--- src/rtl/decode_defs.sv ---
// Shared definitions for the RV64I decode stage: opcode and funct7 constants,
// and the packed operand/control bundle held in both skid-buffer entries.
package decode_defs;

  localparam logic [6:0] OPC_OP    = 7'b0110011;
  localparam logic [6:0] OPC_OPIMM = 7'b0010011;
  localparam logic [6:0] OPC_LUI   = 7'b0110111;
  localparam logic [6:0] OPC_AUIPC = 7'b0010111;

  localparam logic [6:0] F7_BASE = 7'b0000000;
  localparam logic [6:0] F7_ALT  = 7'b0100000;

  localparam logic [2:0] F3_SLL = 3'b001;
  localparam logic [2:0] F3_SRX = 3'b101;

  // Bundle handed to the ALU; field order is {illegal, rd, funct7, funct3, op2, op1, imm}.
  typedef struct packed {
    logic        illegal;
    logic [4:0]  rd;
    logic [6:0]  funct7;
    logic [2:0]  funct3;
    logic [63:0] op2;
    logic [63:0] op1;
    logic        imm;
  } bundle_t;

  // Immediate shifts carry a 6-bit shamt instead of a 12-bit immediate.
  function automatic logic is_shift_imm(input logic [2:0] funct3);
    return (funct3 == F3_SLL) || (funct3 == F3_SRX);
  endfunction

endpackage

--- src/rtl/decode_stage_imm_gen.sv ---
// Immediate generator: produces the 64-bit immediate operand and the funct7
// value the ALU sees, including the shamt/funct7 fix-up for OP-IMM shifts.
module imm_gen
  import decode_defs::*;
(
  input  logic [31:0] i_inst,
  output logic [63:0] o_imm,
  output logic [6:0]  o_funct7
);

  // The destination field plays no part in immediate formation.
  logic w_unused_rd;
  assign w_unused_rd = ^i_inst[11:7];

  // Select immediate format and funct7 from the opcode.
  always_comb begin
    // NOTE: every output of a combinational block gets a default first, so no path leaves it unassigned and no latch is inferred.
    o_imm    = '0;
    o_funct7 = '0;
    case (i_inst[6:0])
      OPC_OP: begin
        o_funct7 = i_inst[31:25];
      end
      OPC_OPIMM: begin
        if (is_shift_imm(i_inst[14:12])) begin
          // inst[25] is the top shamt bit on RV64, so funct7 keeps only [31:26].
          o_imm    = {58'b0, i_inst[25:20]};
          o_funct7 = {i_inst[31:26], 1'b0};
        end else begin
          o_imm    = {{52{i_inst[31]}}, i_inst[31:20]};
        end
      end
      OPC_LUI, OPC_AUIPC: begin
        o_imm = {{32{i_inst[31]}}, i_inst[31:12], 12'b0};
      end
      default: ;
    endcase
  end

endmodule

--- src/rtl/decode_stage.sv ---
// RV64I decode stage feeding the registered ALU. Decodes one instruction per
// handshake, reads the register file, optionally forwards the writeback value,
// and registers the result behind a 2-entry skid buffer (main + skid).
// Optional feature: DECODE_FWD_EN enables writeback-to-operand forwarding.
module decode_stage
  import decode_defs::*;
#(
  parameter int XLEN = 64
) (
  input  logic            CLK,
  input  logic            RST,
  input  logic            in_valid,
  output logic            in_ready,
  input  logic [31:0]     in_inst,
  input  logic [XLEN-1:0] in_pc,
  output logic [4:0]      rf_rs1,
  output logic [4:0]      rf_rs2,
  input  logic [XLEN-1:0] rf_rdata1,
  input  logic [XLEN-1:0] rf_rdata2,
  input  logic            fwd_valid,
  input  logic [4:0]      fwd_rd,
  input  logic [XLEN-1:0] fwd_data,
  output logic            out_valid,
  input  logic            out_ready,
  output logic            imm,
  output logic [XLEN-1:0] op1,
  output logic [XLEN-1:0] op2,
  output logic [2:0]      funct3,
  output logic [6:0]      funct7,
  output logic [4:0]      rd,
  output logic            illegal
);

  bundle_t         r_main;
  bundle_t         r_skid;
  logic            r_main_valid;
  logic            r_skid_valid;
  logic            r_in_ready;

  bundle_t         w_bundle;
  bundle_t         w_main_nxt;
  bundle_t         w_skid_nxt;
  logic            w_main_valid_nxt;
  logic            w_skid_valid_nxt;
  logic            w_accept;
  logic [63:0]     w_imm_val;
  logic [6:0]      w_imm_funct7;
  logic [XLEN-1:0] w_rs1_raw;
  logic [XLEN-1:0] w_rs2_raw;
  logic [XLEN-1:0] w_rs1_val;
  logic [XLEN-1:0] w_rs2_val;

  assign rf_rs1 = in_inst[19:15];
  assign rf_rs2 = in_inst[24:20];

`ifdef DECODE_FWD_EN
  // Writeback data overrides the register file when it targets the source register.
  assign w_rs1_raw = (fwd_valid && fwd_rd != 5'd0 && fwd_rd == rf_rs1) ? fwd_data : rf_rdata1;
  assign w_rs2_raw = (fwd_valid && fwd_rd != 5'd0 && fwd_rd == rf_rs2) ? fwd_data : rf_rdata2;
`else
  assign w_rs1_raw = rf_rdata1;
  assign w_rs2_raw = rf_rdata2;
  logic w_unused_fwd;
  assign w_unused_fwd = ^{fwd_valid, fwd_rd, fwd_data};
`endif

  // x0 is hardwired to zero whatever the register file returns.
  assign w_rs1_val = (rf_rs1 == 5'd0) ? '0 : w_rs1_raw;
  assign w_rs2_val = (rf_rs2 == 5'd0) ? '0 : w_rs2_raw;

  imm_gen u_imm_gen (
    .i_inst   (in_inst),
    .o_imm    (w_imm_val),
    .o_funct7 (w_imm_funct7)
  );

  // Build the ALU bundle for the instruction currently presented.
  always_comb begin
    w_bundle = '0;
    case (in_inst[6:0])
      OPC_OP: begin
        w_bundle.op1     = w_rs1_val;
        w_bundle.op2     = w_rs2_val;
        w_bundle.funct7  = w_imm_funct7;
        w_bundle.funct3  = in_inst[14:12];
        w_bundle.rd      = in_inst[11:7];
        w_bundle.illegal = (w_imm_funct7 != F7_BASE) && (w_imm_funct7 != F7_ALT);
      end
      OPC_OPIMM: begin
        w_bundle.imm    = 1'b1;
        w_bundle.op1    = w_rs1_val;
        w_bundle.op2    = w_imm_val;
        w_bundle.funct7 = w_imm_funct7;
        w_bundle.funct3 = in_inst[14:12];
        w_bundle.rd     = in_inst[11:7];
      end
      OPC_LUI: begin
        w_bundle.imm = 1'b1;
        w_bundle.op2 = w_imm_val;
        w_bundle.rd  = in_inst[11:7];
      end
      OPC_AUIPC: begin
        w_bundle.imm = 1'b1;
        w_bundle.op1 = in_pc;
        w_bundle.op2 = w_imm_val;
        w_bundle.rd  = in_inst[11:7];
      end
      default: begin
        // Unknown opcodes still flow so downstream can raise the trap.
        w_bundle.illegal = 1'b1;
      end
    endcase
  end

  assign w_accept = in_valid && r_in_ready;

  // Skid buffer next-state: fill main when it is free or draining, else spill to skid.
  always_comb begin
    w_main_nxt       = r_main;
    w_main_valid_nxt = r_main_valid;
    w_skid_nxt       = r_skid;
    w_skid_valid_nxt = r_skid_valid;
    if (!r_main_valid || out_ready) begin
      if (r_skid_valid) begin
        // in_ready is low whenever skid is occupied, so no accept can coincide here.
        w_main_nxt       = r_skid;
        w_main_valid_nxt = 1'b1;
        w_skid_valid_nxt = 1'b0;
      end else if (w_accept) begin
        w_main_nxt       = w_bundle;
        w_main_valid_nxt = 1'b1;
      end else begin
        w_main_valid_nxt = 1'b0;
      end
    end else if (w_accept) begin
      w_skid_nxt       = w_bundle;
      w_skid_valid_nxt = 1'b1;
    end
  end

  // Buffer state and the registered ready flag.
  always_ff @(posedge CLK or posedge RST) begin
    if (RST) begin
      // NOTE: both entries' data are reset as well as their valid bits, because main drives the outputs and they must read zero out of reset.
      r_main       <= '0;
      r_skid       <= '0;
      r_main_valid <= 1'b0;
      r_skid_valid <= 1'b0;
      r_in_ready   <= 1'b1;
    end else begin
      // NOTE: state registers use non-blocking assignment so every flop samples the pre-edge values.
      r_main       <= w_main_nxt;
      r_skid       <= w_skid_nxt;
      r_main_valid <= w_main_valid_nxt;
      r_skid_valid <= w_skid_valid_nxt;
      r_in_ready   <= !w_skid_valid_nxt;
    end
  end

  assign in_ready  = r_in_ready;
  assign out_valid = r_main_valid;
  assign imm       = r_main.imm;
  assign op1       = r_main.op1;
  assign op2       = r_main.op2;
  assign funct3    = r_main.funct3;
  assign funct7    = r_main.funct7;
  assign rd        = r_main.rd;
  assign illegal   = r_main.illegal;

endmodule
--- config.mk ---
export PLATFORM = sky130hd
export DESIGN_NAME = decode_stage
export DESIGN_NICKNAME = d
export VERILOG_FILES = /design/src/rtl/decode_defs.sv /design/src/rtl/decode_stage_imm_gen.sv /design/src/rtl/decode_stage.sv
export SDC_FILE = /design/constraint.sdc
export NUM_CORES = 1
export LEC_CHECK = 0
export CAP_MARGIN = 20
export CORE_MARGIN = 2
export CORE_UTILIZATION = 44
export CTS_BUF_LIST = sky130_fd_sc_hd__clkbuf_4 sky130_fd_sc_hd__clkbuf_8 sky130_fd_sc_hd__clkbuf_16
export DETAILED_ROUTE_END_ITERATION = 8
export PLACE_DENSITY = 0.82
export SLEW_MARGIN = 20
export SYNTH_ARGS = -nofsm -noshare
export SYNTH_HDL_FRONTEND = slang
export SYNTH_HIERARCHICAL = 1
export SYNTH_SLANG_ARGS = --single-unit
--- constraint.sdc ---
create_clock -name CLK -period 10.29 [get_ports CLK]
set_clock_uncertainty 0.1 [all_clocks]
set_input_delay 2.058 -clock CLK [delete_from_list [all_inputs] [get_ports CLK]]
set_output_delay 2.058 -clock CLK [all_outputs]
set_load 0.02 [all_outputs]
==> metrics.log, run 1 <==
INFO  metric outcome = finished clean
INFO  metric crit_path_end_kind = output pin
INFO  metric final_hold_viol_count = 0
INFO  metric tightest_slew = 1.131 ns
INFO  metric setup.worst_path.class = in2out
INFO  metric initial_antenna_violation_count = 0
INFO  metric clock_period_minus_final_worst_setup_slack = 5.545 ns
INFO  metric detail_route.vias_per_cell = approximately 5.9
INFO  metric clock_tree_from_tritoncts = built
INFO  metric global_route_wire_length_before_repair = 77,040 um
INFO  metric timing.critical_path.arrival = around 3.4 ns
INFO  metric cp_data_required_time = approximately 8.1 ns
INFO  metric layout-drive-gt1-share = about 7.9%
INFO  metric root_buffer = sky130_fd_sc_hd__clkbuf_16
INFO  metric synth.lib_cells_used.distinct = 49
INFO  metric critical_path.slowest_cell = sky130_fd_sc_hd__clkdlybuf4s50_1
INFO  metric clk-insertion-delay-late = between 0.5 and 0.6 ns
INFO  metric cts_made_buffers = 31
INFO  metric cp.depth = 2
INFO  metric detail_route.drc_violations = 0
INFO  metric finish.net_count = 2,308
INFO  metric async_flop_share = 100.0%
INFO  metric die_area = between 30,000 and 40,000 um2
INFO  metric worst_slew_margin_rel = 24.61%
INFO  metric grt_start_max_net_pins = 110
INFO  metric routed_wire_length_per_instance = 20.01 um
INFO  metric mappedNetlistNets = 2,078
INFO  metric crit_top_cell = sky130_fd_sc_hd__clkdlybuf4s50_1
INFO  metric detailedPlacementHpwl = roughly 31,000 um
INFO  metric multi_input_comb_area = ~7000 um2
INFO  metric clk_pin_slew_worst_paths = 0.06 ns
INFO  metric power.static_leakage = 8.021 nW
INFO  metric fin_setup_tns = 0 ns
INFO  metric setup_viol_count_final = 0
INFO  metric holdBufCountCts = 0
INFO  metric number_of_global_route_vias_before_repair = 14,134
INFO  metric numPortBuffers = 384
INFO  metric fillers = 2,923
INFO  metric fp.dieW = ~190 um
INFO  metric cts.repair.resized = 0
INFO  metric finalMaxSlewViolations = 0
INFO  metric crit_family = buffers and inverters
INFO  metric final_antenna_net_count = 0
INFO  metric totalWireLength = 49,810 um
INFO  metric seqCellArea = around 7300 um2
INFO  metric post_synth.cell_area_avg = between 8 and 9 um2
INFO  metric htreeDepth = 1
INFO  metric worst_path_largest_cell_delay = around 0.67 ns
INFO  metric min_delay_path_depth = 2
INFO  metric number_of_max_cap_violations = 0
INFO  metric mappedNetlistArea = roughly 16,000 um2
INFO  metric post_cts_setup_buffers = 0
INFO  metric dr.pass1.iters = 5
INFO  metric coreArea = 34,710 um2
INFO  metric drt_first_iter_violations = 1,246
INFO  metric initial_utilization = between 40% and 50%
INFO  metric clock_sink_count = 293
INFO  metric post_synth_inst_count = 1,780
INFO  metric finalWeightedCongestion = roughly 0.84
INFO  metric ys.warnings.count = 6
INFO  metric part_of_the_yosys_area_used_for_sequential_elements = 47.00%
INFO  metric final_min_period_over_clock_period = 53.89%
INFO  metric vias_after_detailed_routing = roughly 15,000
INFO  metric area.growth.synth_to_final = 30.04%
INFO  metric groute.usage.overall = 26.08%
INFO  metric ys.flop_type = sky130_fd_sc_hd__dfrtp_1
INFO  metric reg2reg_depth = 5
INFO  metric placed_cells = 2,432
INFO  metric cell_row_count = 68
INFO  metric synth-edff-count = 0
INFO  metric maxClockFrequency = 0.1803 GHz
INFO  metric finish.instance_area = 20,290 um2
INFO  metric critical_path.startpoint_type = input pin
INFO  metric ys_seq_elements = just under 300
INFO  metric clock_tree.buffer_depth = 3
INFO  metric min_path_type = reg2reg
INFO  metric power_per_cell_area = ~190 nW/um2
INFO  metric power = ~3.8 mW
INFO  metric place_area = 19,190 um2
INFO  metric rsz0062_at_grt = no
INFO  metric worstPathCellList = clkdlybuf4s50_1, clkdlybuf4s50_1
INFO  metric worst_ir_drop_vdd = 0.0001457 V
INFO  metric final-instance-count-excl-fill = 2,490
INFO  metric pin_count = approximately 460
INFO  metric cp_num_buf_inv = 2
INFO  metric die-height = 192.3 um
INFO  metric grt_total_ovfl = 0
INFO  metric critPathMaxFanout = 4
where the power goes:
part | switching (mW) | internal (mW)
Sequential | 0.123 | 1.32
Combinational | 0.652 | 0.519
Clock | 0.463 | 0.714
cells by family (layout without fill, tap and decap cells):
logic type | Yosys count | count (layout) | share of synthesized area (%)
AO/OA/AOI/OAI | 579 | 579 | 22.65
other | 0 | 1 | 0
multiplexers | 64 | 64 | 4.403
flip-flops | 293 | 293 | 47.00
buffers and inverters | 282 | 536 | 8.573
AND/OR/NAND/NOR | 562 | 562 | 17.37
layout make-up:
type                       instances  area share, %
antenna                            1        0.01233
clock buffer                      47          4.724
multi-input combinational       1205          34.51
tap                              455          2.806
clock inverter                    10         0.6352
inverter                          73          1.388
sequential                       293          36.16
timing repair buffer             406          19.77
synth_stat cells (6+ instances only):
master                       n  area, um2
sky130_fd_sc_hd__dfrtp_1   292       7307
sky130_fd_sc_hd__buf_4      47      352.8
sky130_fd_sc_hd__buf_2      19      95.09
sky130_fd_sc_hd__mux2i_1    27      270.3
sky130_fd_sc_hd__nand3_1    45      225.2
sky130_fd_sc_hd__buf_1      12      45.04
sky130_fd_sc_hd__a21oi_1   142      710.7
sky130_fd_sc_hd__o22ai_1    64      400.4
sky130_fd_sc_hd__a21oi_2     9      78.83
sky130_fd_sc_hd__o21ai_0   121      605.6
sky130_fd_sc_hd__and3_1     13      81.33
sky130_fd_sc_hd__o31ai_1   155       1164
sky130_fd_sc_hd__nor2_1    151      566.8
sky130_fd_sc_hd__nand2_1   224      840.8
sky130_fd_sc_hd__nor2b_1    67      419.2
sky130_fd_sc_hd__clkbuf_1  118      442.9
sky130_fd_sc_hd__and2_2      6      45.04
sky130_fd_sc_hd__or4b_1     27      270.3
sky130_fd_sc_hd__inv_1      73      274.0
sky130_fd_sc_hd__buf_6      10      112.6
sky130_fd_sc_hd__a31oi_1    75      469.2
sky130_fd_sc_hd__mux2_2     37      416.7
sequential cells by signal, summed over array words and instances (netlist names):
name and cells:
r_skid 145, illegal 1, funct7 7, in_ready 1, rd 5, imm 1, op1 64, r_skid_valid 1
funct3 3, out_valid 1, op2 64
metal layers:
metal	vias to the layer above	routed length, um	global-route usage, %	share of wire (%)
met4	0	2139	10.36	4.3
met3	125	4980	6.147	10
met1	7121	18650	32.02	37
met5	-	0	0	0
met2	704	24050	44.33	48
li1	6687	-	-	-
final timing paths:
path                         startpoint     endpoint  slack (ns)
max in group asynchronous           RST      op1[30]        6.69
setup / recovery            in_inst[21]    rf_rs2[1]        4.74
min in group asynchronous           RST      op1[44]        1.94
hold reg to reg             r_skid[130]  r_skid[130]        0.37
hold / removal              r_skid[130]  r_skid[130]        0.37
setup reg to reg           r_skid_valid      op1[22]        6.52
metrics by stage:
| step | utilization, % | hold WS (ns) | setup WS (ns) |
|---|---|---|---|
| 6_report | 58.45 | 0.3686 | 4.745 |
| 5_1_grt | 58.44 | 0.3933 | 4.760 |
| 4_1_cts | 58.43 | 0.3715 | 4.756 |
| 3_5_place_dp | 55.29 | 0.3564 | 4.764 |
| 3_3_place_gp | 55.29 | 0.3489 | 4.770 |
| 2_1_floorplan | - | 0.3379 | 0.04289 |
placed cells by master (no fill, tap or decap), drive strengths merged, types with 3 or more instances in the layout:
cell / count
buf: 23
mux2: 37
or4b: 28
clkinv: 6
nand3: 47
and2: 6
nor2b: 67
clkbuf: 47
nand2: 225
o21ai: 121
dfrtp: 292
clkdlybuf4s50: 383
nand2b: 4
o22ai: 64
o31ai: 155
a31oi: 75
a21oi: 151
and3: 14
mux2i: 27
o41ai: 4
or4: 5
bufinv: 3
nor2: 154
a22oi: 5
nor3: 4
inv: 74
(Power assumes the default switching activity.)
==> run 2, diff against run 1 <==
==> constraint.sdc (replaced) <==
create_clock -name CLK -period 5.1 [get_ports CLK]
set_clock_uncertainty 0.1 [all_clocks]
set_input_delay 1.02 -clock CLK [delete_from_list [all_inputs] [get_ports CLK]]
set_output_delay 1.02 -clock CLK [all_outputs]
set_load 0.02 [all_outputs]
==> run 2 against run 1 <==
Sequential power is 100% higher. Sequential share of layout area shrank 0.27 points. Clock-buffer cell count fell by 2. Via count is 0.46% lower. Cell area grew 0.75%. Combinational power grew 100%. Critical path type unchanged. Highest routed layer unchanged.
==> metrics.log, run 2 (synthesized netlist as in run 1, its figures left out) <==
INFO  metric outcome = finished clean
INFO  metric p_seq_share = 37.3% (-0.7 points)
INFO  metric most_frequent_cells_in_the_layout = 383 x sky130_fd_sc_hd__clkdlybuf4s50_1, 291 x sky130_fd_sc_hd__dfrtp_1, 222 x sky130_fd_sc_hd__nand2_1, 155 x sky130_fd_sc_hd__o31ai_1, 150 x sky130_fd_sc_hd__nor2_1
INFO  metric grt_total_ovfl = 0 (unchanged)
INFO  metric worst_ir_drop_vdd = 0.0002229 V (+53%)
INFO  metric number_of_max_cap_violations = 0 (unchanged)
INFO  metric min_path_type = reg2reg
INFO  metric setup.worst_path.class = in2out
INFO  metric power = 7.775 mW (+110%)
INFO  metric detailedPlacementHpwl = 31,660 um (+0.71%)
INFO  metric initial_utilization = 44.94% (unchanged)
INFO  metric routed_wire_length_per_instance = 19.88 um (-0.62%)
INFO  metric detail_route.vias_per_cell = 5.828 (-0.86%)
INFO  metric pin_count = 455 (unchanged)
INFO  metric clk-insertion-delay-late = 0.50 ns (-0.06 ns)
INFO  metric area.growth.synth_to_final = 31.01%
INFO  metric drt_first_iter_violations = 1,196 (-4.0%)
INFO  metric place_area = 19,270 um2 (+0.41%)
INFO  metric clkPwrFrac = 32.2% (+1.1 points)
INFO  metric totalWireLength = 49,700 um (-0.22%)
INFO  metric clock_tree_from_tritoncts = built
INFO  metric power_per_cell_area = 380.4 nW/um2 (+100%)
INFO  metric worst_path_largest_cell_delay = 0.66 ns (about the same)
INFO  metric coreArea = 34,710 um2 (unchanged)
INFO  metric critical_path.slowest_cell = sky130_fd_sc_hd__clkdlybuf4s50_1
INFO  metric layout-drive-gt1-share = 8.411% (+0.54 points)
INFO  metric crit_path_end_kind = output pin
INFO  metric largest_register = r_skid
INFO  metric largest_reg_flops = 145 (unchanged)
INFO  metric switching_share = 32.83% (+0.16 points)
INFO  metric initial_antenna_violation_count = 0 (unchanged)
INFO  metric finalMaxSlewViolations = 0 (unchanged)
INFO  metric clock_tree.buffer_depth = 3 (unchanged)
INFO  metric cp_data_required_time = 3.98 ns (-4.15 ns)
INFO  metric crit_top_cell = sky130_fd_sc_hd__clkdlybuf4s50_1
INFO  metric clock_sink_count = 293 (unchanged)
INFO  metric grt_start_max_net_pins = 168 (+53%)
INFO  metric holdBufCountCts = 0 (unchanged)
INFO  metric die-height = 192.3 um (unchanged)
INFO  metric number_of_global_route_vias_before_repair = 14,314 (+1.3%)
INFO  metric fp.dieW = 192.3 um (unchanged)
INFO  metric cp_num_buf_inv = 2 (unchanged)
INFO  metric critical_path.startpoint_type = input pin
INFO  metric worstPathCellList = clkdlybuf4s50_1, clkdlybuf4s50_1
INFO  metric vias_after_detailed_routing = 14,570 (-0.46%)
INFO  metric fin_setup_tns = 0 ns (unchanged)
INFO  metric power_report.internal_total = 5.223 mW (+100%)
INFO  metric die_area = 36,980 um2 (unchanged)
INFO  metric final_hold_viol_count = 0 (unchanged)
INFO  metric groute.usage.overall = 26.30% (+0.22 points)
INFO  metric cts.repair.resized = 0 (unchanged)
INFO  metric detail_route.drc_violations = 0 (unchanged)
INFO  metric root_buffer = sky130_fd_sc_hd__clkbuf_16
INFO  metric global_route_wire_length_before_repair = 77,610 um (+0.74%)
INFO  metric htreeDepth = 2 (+1)
INFO  metric dr.pass1.iters = 8 (+3)
INFO  metric tightest_slew = 1.135 ns (+0.003939 ns)
INFO  metric cts_made_buffers = 35 (+13%)
INFO  metric timing.critical_path.arrival = 2.31 ns (-1.08 ns)
INFO  metric power.switching = 2.552 mW (+110%)
INFO  metric cell_row_count = 68 (unchanged)
INFO  metric n_antenna_cell = 0 (-1)
INFO  metric clk_pin_slew_worst_paths = 0.06 ns (about the same)
INFO  metric rsz0062_at_grt = no
INFO  metric finish.instance_area = 20,440 um2 (+0.75%)
INFO  metric maxClockFrequency = 0.2915 GHz
INFO  metric critPathMaxFanout = 4 (unchanged)
INFO  metric final_antenna_net_count = 0 (unchanged)
INFO  metric clock_period_minus_final_worst_setup_slack = between 3 and 4 ns
INFO  metric final_min_period_over_clock_period = 67.28%
INFO  metric power_frac_comb = 30.5% (-0.4 points)
INFO  metric power.static_leakage = 8.074 nW (+0.67%)
INFO  metric finalWeightedCongestion = 0.8481 (+0.46%)
INFO  metric post_cts_setup_buffers = 0 (unchanged)
INFO  metric final_common_cell = sky130_fd_sc_hd__clkdlybuf4s50_1
INFO  metric numPortBuffers = 384 (unchanged)
INFO  metric worst_slew_margin_rel = 24.35% (-0.26 points)
INFO  metric finish.net_count = 2,318 (+0.43%)
INFO  metric crit_family = buffers and inverters
INFO  metric setup_viol_count_final = 0 (unchanged)
-- run 2: cell types whose count changed in the layout (fill, tap and decap cells not counted), moves of 2 or more --
cell	delta
sky130_fd_sc_hd__buf_12	+3
sky130_fd_sc_hd__clkbuf_8	-6
sky130_fd_sc_hd__clkbuf_4	-2
sky130_fd_sc_hd__clkbuf_16	+6
sky130_fd_sc_hd__clkinvlp_4	+6
sky130_fd_sc_hd__clkinv_2	+2
sky130_fd_sc_hd__buf_4	+4
-- run 2: path summary, 6_finish.rpt --
kind | cells after the start | slack, ns | to | start
worst min-delay path | 2 | 0.37 | r_skid[102] | r_skid[102]
worst min register to register | 2 | 0.37 | r_skid[102] | r_skid[102]
max in group asynchronous | 3 | 2.88 | op1[30] | RST
worst max register to register | 5 | 2.47 | op1[8] | r_skid_valid
min in group asynchronous | 2 | 0.73 | op2[50] | RST
worst max-delay path | 2 | 1.67 | rf_rs2[1] | in_inst[21]
-- run 2: power groups by stage --
stage               clock network [mW]  logic (mW)  registers [mW]
finish                            2.50        2.37            2.90
global route                      2.66        2.54            2.94
CTS                               2.55        2.38            2.90
detailed placement                   0        2.37            2.94
global placement                     0        2.32            2.92
floorplan                            0       0.836            3.29
-- run 2: metrics by stage --
step / hold slack (ns) / worst slack, ns / utilization (%) / std cells
4_1_cts: 0.3702 / 1.690 / 58.88 / 2500
3_5_place_dp: 0.3571 / 1.176 / 55.52 / 2438
2_1_floorplan: 0.3379 / 0.09167 / - / 1780
3_3_place_gp: 0.3502 / 1.255 / 55.52 / 2438
6_report: 0.3680 / 1.669 / 58.88 / 2500
5_1_grt: 0.3836 / 1.569 / 58.88 / 2500
-- run 2: layer usage --
metal / vias up / global-route usage (%) / routed length [um]
met1: 7074 / 32.81 / 19330
met4: 0 / 9.278 / 1578
met2: 681 / 44.88 / 24340
met3: 99 / 5.910 / 4448
met5: - / 0 / 0
li1: 6716 / - / -
-- run 2: final cells by class --
class / count / area [um2]
tap: 455 / 569.3
inverter: 73 / 277.8
timing repair buffer: 412 / 4089
fill: 2901 / 14270
sequential: 293 / 7337
clock inverter: 17 / 155.1
clock buffer: 45 / 1011
multi-input combinational: 1205 / 7000
==> RTL change: new RTL, config.mk and constraints of run 1 <==
Reset style: synchronous (`RST`), changed in one clocked block.
--- a/src/rtl/decode_stage.sv
+++ b/src/rtl/decode_stage.sv
@@ -139,7 +139,7 @@
   end
 
   // Buffer state and the registered ready flag.
-  always_ff @(posedge CLK or posedge RST) begin
+  always_ff @(posedge CLK) begin
     if (RST) begin
       // NOTE: both entries' data are reset as well as their valid bits, because main drives the outputs and they must read zero out of reset.
       r_main       <= '0;
Behaviour: not the same (a bounded check fails within 4 cycles, from zero or initial values and one cycle with RST high; the reset may be asserted at any time).
==> RTL change against run 1 <==
- critical endpoint is now rf_rs2[2]
- non-clock buffer count up 1
- register-to-register slack better by 0.68 ns
- core utilization fell by 0.33 points
- routed wire length is 3.9% lower
- design area decreased by 4.2%
- worst setup slack better by 0.080 ns
- sequential cell count stayed put
- worst hold slack worse by 0.017 ns
- largest cell class is now multi-input gates
- first-iteration DRC count shrank 21%
- area after synthesis shrank 4.3%
- final cell count shrank 5.3%
- sequential share of layout area shrank 6.0 points
Power is not compared: it rests on default switching activity, and its combinational part moved more than twofold at a synthesized area within 25%.
==> RTL change: results (changes against run 1) <==
[synthesis]
synth_ff_type = dfxtp_1  ; was dfrtp_1
synth_fp_nets = 1982  ; was 2078
synthTopCellsByCount = 293 x dfxtp_1, 231 x nor2_1, 123 x a22oi_1, 96 x clkbuf_1, 86 x nand2_1  ; was 292 x dfrtp_1, 224 x nand2_1, 155 x o31ai_1, 151 x nor2_1, 142 x a21oi_1
async_flop_share_pct = 0  ; was 100%
synthTopCellsByArea = dfxtp_1 39%, a22oi_1 6.2%, a221oi_2 6.0%, nor2_1 5.8%, mux2_2 4.6%  ; was dfrtp_1 47%, o31ai_1 7.5%, nand2_1 5.4%, a21oi_1 4.6%, o21ai_0 3.9%

[setup_path]
reg2regPathDepth = 6  ; was 5
slowest_delay_ns = 0.65  ; was 0.67 ns
crit_fanout = 4  ; unchanged
cpLargestDelayFamily = buffers and inverters  ; unchanged
critPathArrivalTime_ns = 3.31  ; was 3.39 ns

[placed_design]
place_congestion = 0.843  ; was 0.844
port_buffers = 384  ; unchanged
dp_hpwl_um = 30300  ; was 31400 um

[final_layout]
nets = 2186  ; was 2308
diodes = 0  ; was 1
drive_gt1_share_pct = 13.2  ; was 7.87%
fillers = 2799  ; was 2923

[global_routing]
grt_pass1_wl_um = 74300  ; was 77000 um
grt_use_total_pct = 25.3  ; was 26.1%
grt_max_degree = 133  ; was 110

[drt]
totalWireLength_um = 47900  ; was 49800 um
drt_iter0_markers = 989  ; was 1246
num_vias = 14249  ; was 14637

[timing]
tightest_slew_ns = 1.02  ; was 1.13 ns

[status]
status = finished, final reports clean  ; unchanged

[RTL change: logic make-up after synthesis]
family                 count (synthesis)  synth area share [%]
flip-flops                           293                  39.3
AO/OA/AOI/OAI                        448                  25.4
AND/OR/NAND/NOR                      638                  21.8
buffers and inverters                241                  8.75
multiplexers                          64                  4.83
[RTL change: worst paths after layout]
path	start	endpoint	slack, ns
worst max-delay path	in_inst[22]	rf_rs2[2]	4.83
worst max register to register	r_skid_valid	illegal	7.20
worst min register to register	r_skid[104]	r_skid[104]	0.35
worst min-delay path	r_skid[104]	r_skid[104]	0.35
[RTL change: power by group through the flow]
stage	registers [mW]	clock network [mW]	logic, mW
floorplan	1.27	0	0.220
global placement	1.22	0	0.491
detailed placement	1.23	0	0.499
CTS	1.20	1.21	0.502
global route	1.21	1.26	0.538
finish	1.20	1.19	0.504
[RTL change: cell type report]
type	instances	area, sq um	area share, %
clock inverters	15	206	1.06
flip-flops and latches	293	5870	30.2
clock buffers	41	888	4.57
inverters	5	18.8	0.0965
well taps	448	561	2.88
repair buffers	407	4050	20.8
multi-input cells	1150	7850	40.4
[RTL change: through the flow]
stage          hold slack (ns)  setup slack [ns]  area [sq um]  total power, mW  std cells
2_1_floorplan            0.332              4.98         14900             1.49       1684
3_3_place_gp             0.338              4.83         18300             1.72       2301
3_5_place_dp             0.345              4.83         18300             1.72       2301
4_1_cts                  0.352              4.83         19400             2.91       2357
5_1_grt                  0.367              4.80         19400             3.00       2359
6_report                 0.351              4.83         19400             2.90       2359
[RTL change: routing by layer]
layer / up-vias / part of all wire [%] / track usage, % / routed length (um)
li1: 6618 / - / - / -
met1: 6847 / 40 / 32.3 / 19200
met2: 688 / 46 / 41.4 / 22100
met3: 96 / 10 / 6.76 / 4870
met4: 0 / 3.5 / 8.84 / 1690
met5: - / 0 / 0 / 0
